==> config.mk <==
export PLATFORM = sky130hd
export DESIGN_NAME = aes_inv_key_schedule
export DESIGN_NICKNAME = d
export VERILOG_FILES = /design/src/rtl/aes_inv_key_schedule.sv
export SDC_FILE = /design/constraint.sdc
export NUM_CORES = 2
export LEC_CHECK = 0
export CELL_PAD_IN_SITES_DETAIL_PLACEMENT = 1
export CELL_PAD_IN_SITES_GLOBAL_PLACEMENT = 1
export CORE_MARGIN = 2
export CORE_UTILIZATION = 45
export CTS_BUF_LIST = sky130_fd_sc_hd__clkbuf_16
export DETAILED_ROUTE_END_ITERATION = 16
export PLACE_DENSITY = 0.81
export SLEW_MARGIN = 40
export SYNTH_ARGS = -nofsm -noshare
export SYNTH_HDL_FRONTEND = slang
export SYNTH_SLANG_ARGS = --single-unit
==> constraint.sdc <==
create_clock -name clk -period 5.5 [get_ports clk]
set_input_delay 1.65 -clock clk [delete_from_list [all_inputs] [get_ports clk]]
set_output_delay 1.65 -clock clk [all_outputs]
set_load 0.05 [all_outputs]
==> src/rtl/aes_inv_key_schedule.sv <==
// AES-128 inverse key schedule: emits round keys 10 down to 0 over a
// valid/ready handshake, starting from either the cipher key (forward
// expansion runs internally first) or the round-10 key.
module aes_inv_key_schedule #(
   parameter int unsigned NR = 10
) (
   input  logic         clk,
   input  logic         rst_n,
   input  logic         start,
   input  logic [127:0] key_in,
   input  logic         key_is_last,
   output logic         busy,
   output logic         rk_valid,
   input  logic         rk_ready,
   output logic [127:0] rk_out,
   output logic [3:0]   rk_round,
   output logic         done
);

   localparam int unsigned KW = 128;
   localparam int unsigned WW = 32;
   localparam logic [3:0]  LAST = 4'(NR);

   typedef enum logic [1:0] {IDLE, FWD, EMIT} state_t;

   localparam logic [7:0] SBOX [256] = '{
      8'h63,8'h7c,8'h77,8'h7b,8'hf2,8'h6b,8'h6f,8'hc5,8'h30,8'h01,8'h67,8'h2b,8'hfe,8'hd7,8'hab,8'h76,
      8'hca,8'h82,8'hc9,8'h7d,8'hfa,8'h59,8'h47,8'hf0,8'had,8'hd4,8'ha2,8'haf,8'h9c,8'ha4,8'h72,8'hc0,
      8'hb7,8'hfd,8'h93,8'h26,8'h36,8'h3f,8'hf7,8'hcc,8'h34,8'ha5,8'he5,8'hf1,8'h71,8'hd8,8'h31,8'h15,
      8'h04,8'hc7,8'h23,8'hc3,8'h18,8'h96,8'h05,8'h9a,8'h07,8'h12,8'h80,8'he2,8'heb,8'h27,8'hb2,8'h75,
      8'h09,8'h83,8'h2c,8'h1a,8'h1b,8'h6e,8'h5a,8'ha0,8'h52,8'h3b,8'hd6,8'hb3,8'h29,8'he3,8'h2f,8'h84,
      8'h53,8'hd1,8'h00,8'hed,8'h20,8'hfc,8'hb1,8'h5b,8'h6a,8'hcb,8'hbe,8'h39,8'h4a,8'h4c,8'h58,8'hcf,
      8'hd0,8'hef,8'haa,8'hfb,8'h43,8'h4d,8'h33,8'h85,8'h45,8'hf9,8'h02,8'h7f,8'h50,8'h3c,8'h9f,8'ha8,
      8'h51,8'ha3,8'h40,8'h8f,8'h92,8'h9d,8'h38,8'hf5,8'hbc,8'hb6,8'hda,8'h21,8'h10,8'hff,8'hf3,8'hd2,
      8'hcd,8'h0c,8'h13,8'hec,8'h5f,8'h97,8'h44,8'h17,8'hc4,8'ha7,8'h7e,8'h3d,8'h64,8'h5d,8'h19,8'h73,
      8'h60,8'h81,8'h4f,8'hdc,8'h22,8'h2a,8'h90,8'h88,8'h46,8'hee,8'hb8,8'h14,8'hde,8'h5e,8'h0b,8'hdb,
      8'he0,8'h32,8'h3a,8'h0a,8'h49,8'h06,8'h24,8'h5c,8'hc2,8'hd3,8'hac,8'h62,8'h91,8'h95,8'he4,8'h79,
      8'he7,8'hc8,8'h37,8'h6d,8'h8d,8'hd5,8'h4e,8'ha9,8'h6c,8'h56,8'hf4,8'hea,8'h65,8'h7a,8'hae,8'h08,
      8'hba,8'h78,8'h25,8'h2e,8'h1c,8'ha6,8'hb4,8'hc6,8'he8,8'hdd,8'h74,8'h1f,8'h4b,8'hbd,8'h8b,8'h8a,
      8'h70,8'h3e,8'hb5,8'h66,8'h48,8'h03,8'hf6,8'h0e,8'h61,8'h35,8'h57,8'hb9,8'h86,8'hc1,8'h1d,8'h9e,
      8'he1,8'hf8,8'h98,8'h11,8'h69,8'hd9,8'h8e,8'h94,8'h9b,8'h1e,8'h87,8'he9,8'hce,8'h55,8'h28,8'hdf,
      8'h8c,8'ha1,8'h89,8'h0d,8'hbf,8'he6,8'h42,8'h68,8'h41,8'h99,8'h2d,8'h0f,8'hb0,8'h54,8'hbb,8'h16
   };

   // SubWord(RotWord(w))
   function automatic logic [WW-1:0] sub_rot(input logic [WW-1:0] w);
      return {SBOX[w[23:16]], SBOX[w[15:8]], SBOX[w[7:0]], SBOX[w[31:24]]};
   endfunction

   // Round constant in the top byte; zero outside rounds 1..10
   function automatic logic [WW-1:0] rcon(input logic [3:0] r);
      logic [7:0] b;
      case (r)
         4'd1:    b = 8'h01;
         4'd2:    b = 8'h02;
         4'd3:    b = 8'h04;
         4'd4:    b = 8'h08;
         4'd5:    b = 8'h10;
         4'd6:    b = 8'h20;
         4'd7:    b = 8'h40;
         4'd8:    b = 8'h80;
         4'd9:    b = 8'h1b;
         4'd10:   b = 8'h36;
         default: b = 8'h00;
      endcase
      return {b, 24'h0};
   endfunction

   state_t          state;
   logic [3:0]      cnt;
   logic [KW-1:0]   fwd_key;
   logic [KW-1:0]   inv_key;
   logic [WW-1:0]   w0, w1, w2, w3;
   logic [WW-1:0]   f0, f1, f2, f3;
   logic [WW-1:0]   i0, i1, i2, i3;

   // Forward and inverse single-round steps on the key register
   always_comb begin
      w0 = rk_out[127:96];
      w1 = rk_out[95:64];
      w2 = rk_out[63:32];
      w3 = rk_out[31:0];
      f0 = w0 ^ sub_rot(w3) ^ rcon(cnt);
      f1 = w1 ^ f0;
      f2 = w2 ^ f1;
      f3 = w3 ^ f2;
      i3 = w3 ^ w2;
      i2 = w2 ^ w1;
      i1 = w1 ^ w0;
      i0 = w0 ^ sub_rot(i3) ^ rcon(rk_round);
      fwd_key = {f0, f1, f2, f3};
      inv_key = {i0, i1, i2, i3};
   end

   // Control FSM; rk_out doubles as the key register
   always_ff @(posedge clk or negedge rst_n) begin
      if (!rst_n) begin
         state    <= IDLE;
         cnt      <= 4'd0;
         busy     <= 1'b0;
         rk_valid <= 1'b0;
         rk_out   <= '0;
         rk_round <= 4'd0;
         done     <= 1'b0;
      end else begin
         done <= 1'b0;
         case (state)
            IDLE: begin
               if (start) begin
                  rk_out <= key_in;
                  busy   <= 1'b1;
                  if (key_is_last) begin
                     rk_round <= LAST;
                     rk_valid <= 1'b1;
                     state    <= EMIT;
                  end else begin
                     cnt   <= 4'd1;
                     state <= FWD;
                  end
               end
            end
            FWD: begin
               rk_out <= fwd_key;
               cnt    <= cnt + 4'd1;
               if (cnt == LAST) begin
                  rk_round <= LAST;
                  rk_valid <= 1'b1;
                  state    <= EMIT;
               end
            end
            EMIT: begin
               if (rk_ready) begin
                  if (rk_round != 4'd0) begin
                     rk_out   <= inv_key;
                     rk_round <= rk_round - 4'd1;
                  end else begin
                     rk_valid <= 1'b0;
                     busy     <= 1'b0;
                     done     <= 1'b1;
                     state    <= IDLE;
                  end
               end
            end
            default: state <= IDLE;
         endcase
      end
   end

endmodule
After elaboration in Yosys (flattened, before gate mapping)
Memories as Yosys holds them, arrays and structs flattened.
Cells that the tools add are included.
Storage, ports and cells
  flip-flop bits (word level): 141
  word-level logic and storage cells: 112
  input bits: 133
  memory bits (read-only): 16640
  memories: 10
  output and inout port bits: 135
Memories
  (name not given): words 256, width 8, rd ports 1, clocked after memory_dff 0, write ports 0, line 47  | return {SBOX[w[23:16]], SBOX[w[15:8]], SBOX[w[7:0]], SBOX[w[31:24]]};
  (name not given): words 256, width 8, rd ports 1, clocked after memory_dff 0, write ports 0, line 47
  (name not given): words 256, width 8, rd ports 1, clocked after memory_dff 0, write ports 0, line 47
  (name not given): words 256, width 8, rd ports 1, clocked after memory_dff 0, write ports 0, line 47
  (name not given): words 256, width 8, rd ports 1, clocked after memory_dff 0, write ports 0, line 47
  (name not given): words 256, width 8, rd ports 1, clocked after memory_dff 0, write ports 0, line 47
  +4 memories
Cells by class
  equal/unequal tests: 10
  magnitude comparators: 8
  bitwise gates (word level): 18
  muxes and demuxes: 46
  $add $sub $neg: 2
  reduce and logical (&&, ||, !) cells: 11
Operators with widths (count)
  two-way mux 128 bit: 3
  case mux 128 bit (3 select lines): 1
  XOR 32 bit: 10
  two-way mux 8 bit: 16
  >= comparator 9 bit (second input constant): 8
  NOT 8 -> 9 bit: 8
  two-way mux 4 bit: 7
  inequality test 2 bit (second input constant): 7
  case mux 4 bit (3 select lines): 1
  AND reduction 4 bit: 3
  AND reduction 6 bit: 2
  two-way mux 2 bit: 5
  two-way mux 1 bit: 9
  case mux 4 bit (2 select lines): 1
  case mux 2 bit (3 select lines): 1
  adder 4 x 1 -> 4 bit (second input constant): 1
  == test 4 bit (second input constant): 1
  nonzero test 2 bit: 2
  nonzero test 4 bit: 1
  subtractor 4 x 1 -> 4 bit (second input constant): 1
  case mux 1 bit (3 select lines): 1
  AND reduction 3 bit: 1
  nonzero test 3 bit: 1
  == test 2 x 1 -> 1 bit (second input constant): 1
  other kinds (3): 3

Longest topological paths before layout
  word-level depth: 10
  gate-level depth with buffers: 17
  mapped depth without buffers: 12

Worst setup path before layout
Ideal clock, no wire load.
  path type: reg2reg
  start: register rk_out[9]
  end: register rk_out[23]
  path buffers: 2
  data arrival time: 4071 ps
  slack: 1286 ps
  setup time: 143 ps
  required time: 5357 ps
  stages on the path, launching flop included: 14
  period minus slack after synthesis: 4214 ps
  cell sequence: dfrtp_1 -> buf_2 -> clkbuf_1 -> inv_1 -> ha_1 -> inv_1 -> o21ai_0 -> mux4_2 -> mux4_2 -> a221o_1 -> xor2_1 -> xnor2_1 -> a221oi_1 -> a211oi_1
On the way
  word-level cells in the longest chain between the ends: 10
RTL lines
  start, declared: line 15  | output logic [127:0] rk_out,
  start signal, assigned: line 110  | rk_out <= key_in;
  start signal, assigned: line 123  | rk_out <= fwd_key;
  start signal, assigned: line 134  | rk_out <= inv_key;
  NOT 8 -> 9 bit (not written as such): line 47
  memory read (256 x 8 bit)
  two-way mux 8 bit (not written as such) (2 in series): line 47
  XOR 32 bit (2 in series): line 83  | f0 = w0 ^ sub_rot(w3) ^ rcon(cnt);
  XOR 32 bit: line 84  | f1 = w1 ^ f0;
  XOR 32 bit: line 85  | f2 = w2 ^ f1;
  XOR 32 bit: line 86  | f3 = w3 ^ f2;
  case mux 128 bit (3 select lines): line 107  | case (state)
Every way passes these cells. The select of a mux whose other input is x is not followed.
A chain may end at the register's enable or synchronous reset.

Worst setup path after layout
  start: register rk_out[1]
  end: register rk_out[12]
The elaborated chain is that of the path after synthesis.

==> flow_summary.html <==
<table>
<tr><th>Metric</th><th>Value</th></tr>
<tr><th colspan="2">Synth</th></tr>
<tr><td>Dominant register cell in the synthesized netlist</td><td>dfrtp_1</td></tr>
<tr><td>Most numerous cell in the Yosys netlist</td><td>nor2_1</td></tr>
<tr><td>Cell count after synthesis</td><td>5,646</td></tr>
<tr><td>Sequential area share after synthesis</td><td>9.24%</td></tr>
<tr><td>Fraction of registers with async set or reset after synthesis</td><td>100%</td></tr>
<tr><td>Number of nets produced by synthesis</td><td>5,910</td></tr>
<tr><td>Top cells by count, synth</td><td>nor2_1 (536), nand2_1 (511), clkbuf_1 (449)</td></tr>
<tr><td>Synthesis warning total</td><td>0</td></tr>
<tr><td>Post-synth top area share</td><td>9.24%</td></tr>
<tr><td>Library cell with the largest summed area after synthesis</td><td>dfrtp_1</td></tr>
<tr><td>Post-synthesis cell type count</td><td>102</td></tr>
<tr><td>Number of enable-type register cells in the synthesized netlist</td><td>0</td></tr>
<tr><td>Largest cells by area after synthesis</td><td>dfrtp_1 (9.2%), o21ai_0 (5.7%), mux4_2 (5.7%)</td></tr>
<tr><td>Cell area after synthesis</td><td>38,200 um^2</td></tr>
<tr><td>Average cell area after synthesis</td><td>6.77 um^2</td></tr>
<tr><td>Flip-flop and latch count after synthesis</td><td>141</td></tr>
<tr><th colspan="2">Setup path</th></tr>
<tr><td>Setup Crit Path Kind</td><td>flip-flop to flip-flop</td></tr>
<tr><td>Crit Path Max Fanout</td><td>16</td></tr>
<tr><td>Worst EP arrival</td><td>5220 ps</td></tr>
<tr><td>Critical path startpoint category</td><td>flip-flop</td></tr>
<tr><td>Endpoint type of the worst setup path</td><td>flip-flop</td></tr>
<tr><td>Data required time of the critical path</td><td>5880 ps</td></tr>
<tr><th colspan="2">Clock tree</th></tr>
<tr><td>Count of hold-fix buffers inserted at cts</td><td>0</td></tr>
<tr><td>Number of clock sinks seen by CTS</td><td>141</td></tr>
<tr><td>Post-CTS sizing</td><td>0</td></tr>
<tr><td>Clock buffer count from CTS</td><td>17</td></tr>
<tr><td>Insertion delay to the later sink of the worst-skew pair</td><td>560 ps</td></tr>
<tr><td>Level count of the clock H-tree</td><td>4</td></tr>
<tr><td>Buffer type at the clock tree root</td><td>clkbuf_16</td></tr>
<tr><td>Post-CTS Setup Bufs</td><td>0</td></tr>
<tr><td>Clock tree from TritonCTS</td><td>done</td></tr>
<tr><td>CTS clock-pin slew for the worst setup and hold paths</td><td>80 ps</td></tr>
<tr><td>Max clock buf depth</td><td>2</td></tr>
<tr><th colspan="2">GRT</th></tr>
<tr><td>Antenna violations before repair</td><td>14</td></tr>
<tr><td>Maximum number of pins on one net before global-route repair</td><td>134</td></tr>
<tr><td>Vias in the first global route</td><td>49,600</td></tr>
<tr><td>Residual overflow from global routing</td><td>0</td></tr>
<tr><td>Global-route wire length before repair</td><td>341,000 um</td></tr>
<tr><td>Gr usage total</td><td>51.7%</td></tr>
<tr><th colspan="2">Timing</th></tr>
<tr><td>Final number of setup-violating endpoints</td><td>0</td></tr>
<tr><td>FMAX</td><td>0.206 GHz</td></tr>
<tr><td>Final number of max-transition violations</td><td>0</td></tr>
<tr><td>Unrepaired setup endpoints after global routing</td><td>no</td></tr>
<tr><td>Slew at the pin with the worst max-slew slack</td><td>981 ps</td></tr>
<tr><td>Crit path time final</td><td>4840 ps</td></tr>
<tr><td>Share of the clock period used by the worst path after layout</td><td>88.1%</td></tr>
<tr><td>Worst-case clock skew</td><td>37.0 ps</td></tr>
<tr><td>Post-route setup TNS</td><td>0 ps</td></tr>
<tr><td>Slew Limit Headroom</td><td>34.4%</td></tr>
<tr><td>Final count of hold timing violations</td><td>0</td></tr>
<tr><th colspan="2">Floorplan</th></tr>
<tr><td>Placeable core area</td><td>83,800 um^2</td></tr>
<tr><td>Number of core rows</td><td>106</td></tr>
<tr><td>Ports</td><td>268</td></tr>
<tr><td>Floorplan die height</td><td>295 um</td></tr>
<tr><td>Die Area</td><td>87,200 um^2</td></tr>
<tr><td>Starting density of the core</td><td>45.6%</td></tr>
<tr><td>Die extent in x</td><td>295 um</td></tr>
<tr><th colspan="2">Layout</th></tr>
<tr><td>Number of nets at the end of the flow</td><td>5,750</td></tr>
<tr><td>Non-filler instance count after layout</td><td>6,642</td></tr>
<tr><td>Final non-filler cell area</td><td>42,700 um^2</td></tr>
<tr><td>End-of-flow core utilization</td><td>51.0%</td></tr>
<tr><td>Layout cells sized above 1</td><td>9.42%</td></tr>
<tr><td>Area Growth Syn to Fin</td><td>11.9%</td></tr>
<tr><th colspan="2">Route</th></tr>
<tr><td>Aggregate routed wire length</td><td>234,000 um</td></tr>
<tr><td>Detailed-route vias per instance</td><td>7.91</td></tr>
<tr><td>Total number of vias</td><td>52,600</td></tr>
<tr><td>Routed WL per cell</td><td>35.2 um</td></tr>
<tr><td>Iter 0 DRT Violations</td><td>9,693</td></tr>
<tr><td>Pre-Repair DR Iteration Count</td><td>7</td></tr>
<tr><td>Antenna viol nets, final</td><td>0</td></tr>
<tr><td>Residual DRC</td><td>0</td></tr>
<tr><th colspan="2">Flow run</th></tr>
<tr><td>Number of maximum-capacitance constraint violations</td><td>0</td></tr>
<tr><th colspan="2">Place</th></tr>
<tr><td>Placed cell count</td><td>6,598</td></tr>
<tr><td>Routability congestion estimate from global placement</td><td>1.09</td></tr>
<tr><td>Post-place instance area</td><td>42,000 um^2</td></tr>
<tr><td>Half-perimeter wire length after detailed placement</td><td>166,000 um</td></tr>
<tr><td>Buffers on Ports</td><td>267</td></tr>
<tr><th colspan="2">Hold path</th></tr>
<tr><td>Class of the tightest hold or removal check</td><td>flip-flop to flip-flop</td></tr>
<tr><th colspan="2">Status</th></tr>
<tr><td>Result of the run</td><td>finished, final reports clean</td></tr>
</table>
==> registers in the layout (all words and copies together) (netlist names) <==
| register | count |
|---|---|
| rk_out | 128 |
| state | 2 |
| done | 1 |
| rk_valid | 1 |
| rk_round | 4 |
| cnt | 4 |
| busy | 1 |
==> area by class of cell <==
| cell class | count | area (um^2) |
|---|---|---|
| diodes | 9 | 22.5 |
| repair buffers | 512 | 4790 |
| clock buffers | 17 | 425 |
| fillers | 10800 | 41100 |
| clock inverters | 15 | 195 |
| multi-input cells | 4720 | 32000 |
| well taps | 1134 | 1420 |
| inverters | 94 | 353 |
| flip-flops and latches | 141 | 3570 |
==> worst max-delay path: stages (launching register included) <==
cell      delay (ps)
dfrtp_1          690
buf_4            350
ha_1             710
nor2_1           180
or2_0            260
mux4_2           470
o32a_1           330
mux4_2           610
xor2_1           320
xnor2_1          120
a221oi_1         560
a211oi_1          90
==> worst paths after layout <==
check	start	to	slack (ps)	cells after the start
min in group asynchronous	rst_n	rk_out[73]$_DFFE_PN0P_	1090	1
max in group asynchronous	rst_n	rk_out[20]$_DFFE_PN0P_	3500	2
worst min register to register	busy$_DFFE_PN0P_	busy$_DFFE_PN0P_	570	2
worst min-delay path	busy$_DFFE_PN0P_	busy$_DFFE_PN0P_	570	2
worst max-delay path	rk_out[1]$_DFFE_PN0P_	rk_out[12]$_DFFE_PN0P_	660	11
worst max register to register	rk_out[1]$_DFFE_PN0P_	rk_out[12]$_DFFE_PN0P_	660	11
==> stage by stage <==
step / setup slack [ps] / hold slack [ps]
global placement: 1010 / 539
CTS: 889 / 565
detailed placement: 915 / 546
floorplan: 1290 / 530
global route: 539 / 587
finish: 656 / 574
==> routing by layer <==
layer | GRT usage, % | vias up | wire (um)
li1 | - | 21200 | -
met1 | 67.2 | 25500 | 86600
met5 | 0 | - | 59
met3 | 18.4 | 1089 | 35000
met4 | 32.0 | 10 | 17500
met2 | 72.5 | 4727 | 94700
==> cell families after synthesis <==
family	share of synthesized area, %
AOI/OAI and AO/OA	39.5
and+or+nand+nor	24.2
buffers and inverters	8.59
xor gates and xnor gates	5.55
muxes	8.62
DFF	9.24
adders and majority gates	4.29
==> cells in the final DEF, fill, tap and decap left out, types with 61 or more instances in the layout <==
master / count
o21ai_0: 432
a31oi_1: 113
buf_4: 221
ha_1: 128
o211ai_1: 110
nand2_1: 507
nand3_1: 183
a221oi_1: 77
xnor2_1: 99
nor2b_1: 88
mux4_2: 96
a21oi_1: 410
dfrtp_1: 125
inv_1: 65
o31ai_1: 61
nand2b_1: 102
o311ai_0: 77
mux2i_1: 86
nor3_1: 249
a211oi_1: 135
a311oi_1: 106
o22ai_1: 63
o21ai_1: 74
nor2_1: 529
xor2_1: 76
clkdlybuf4s50_1: 266
Power is left out: the tool's default activity adds up to more than one toggle a clock period on the data nets, which glitch-free logic cannot reach.
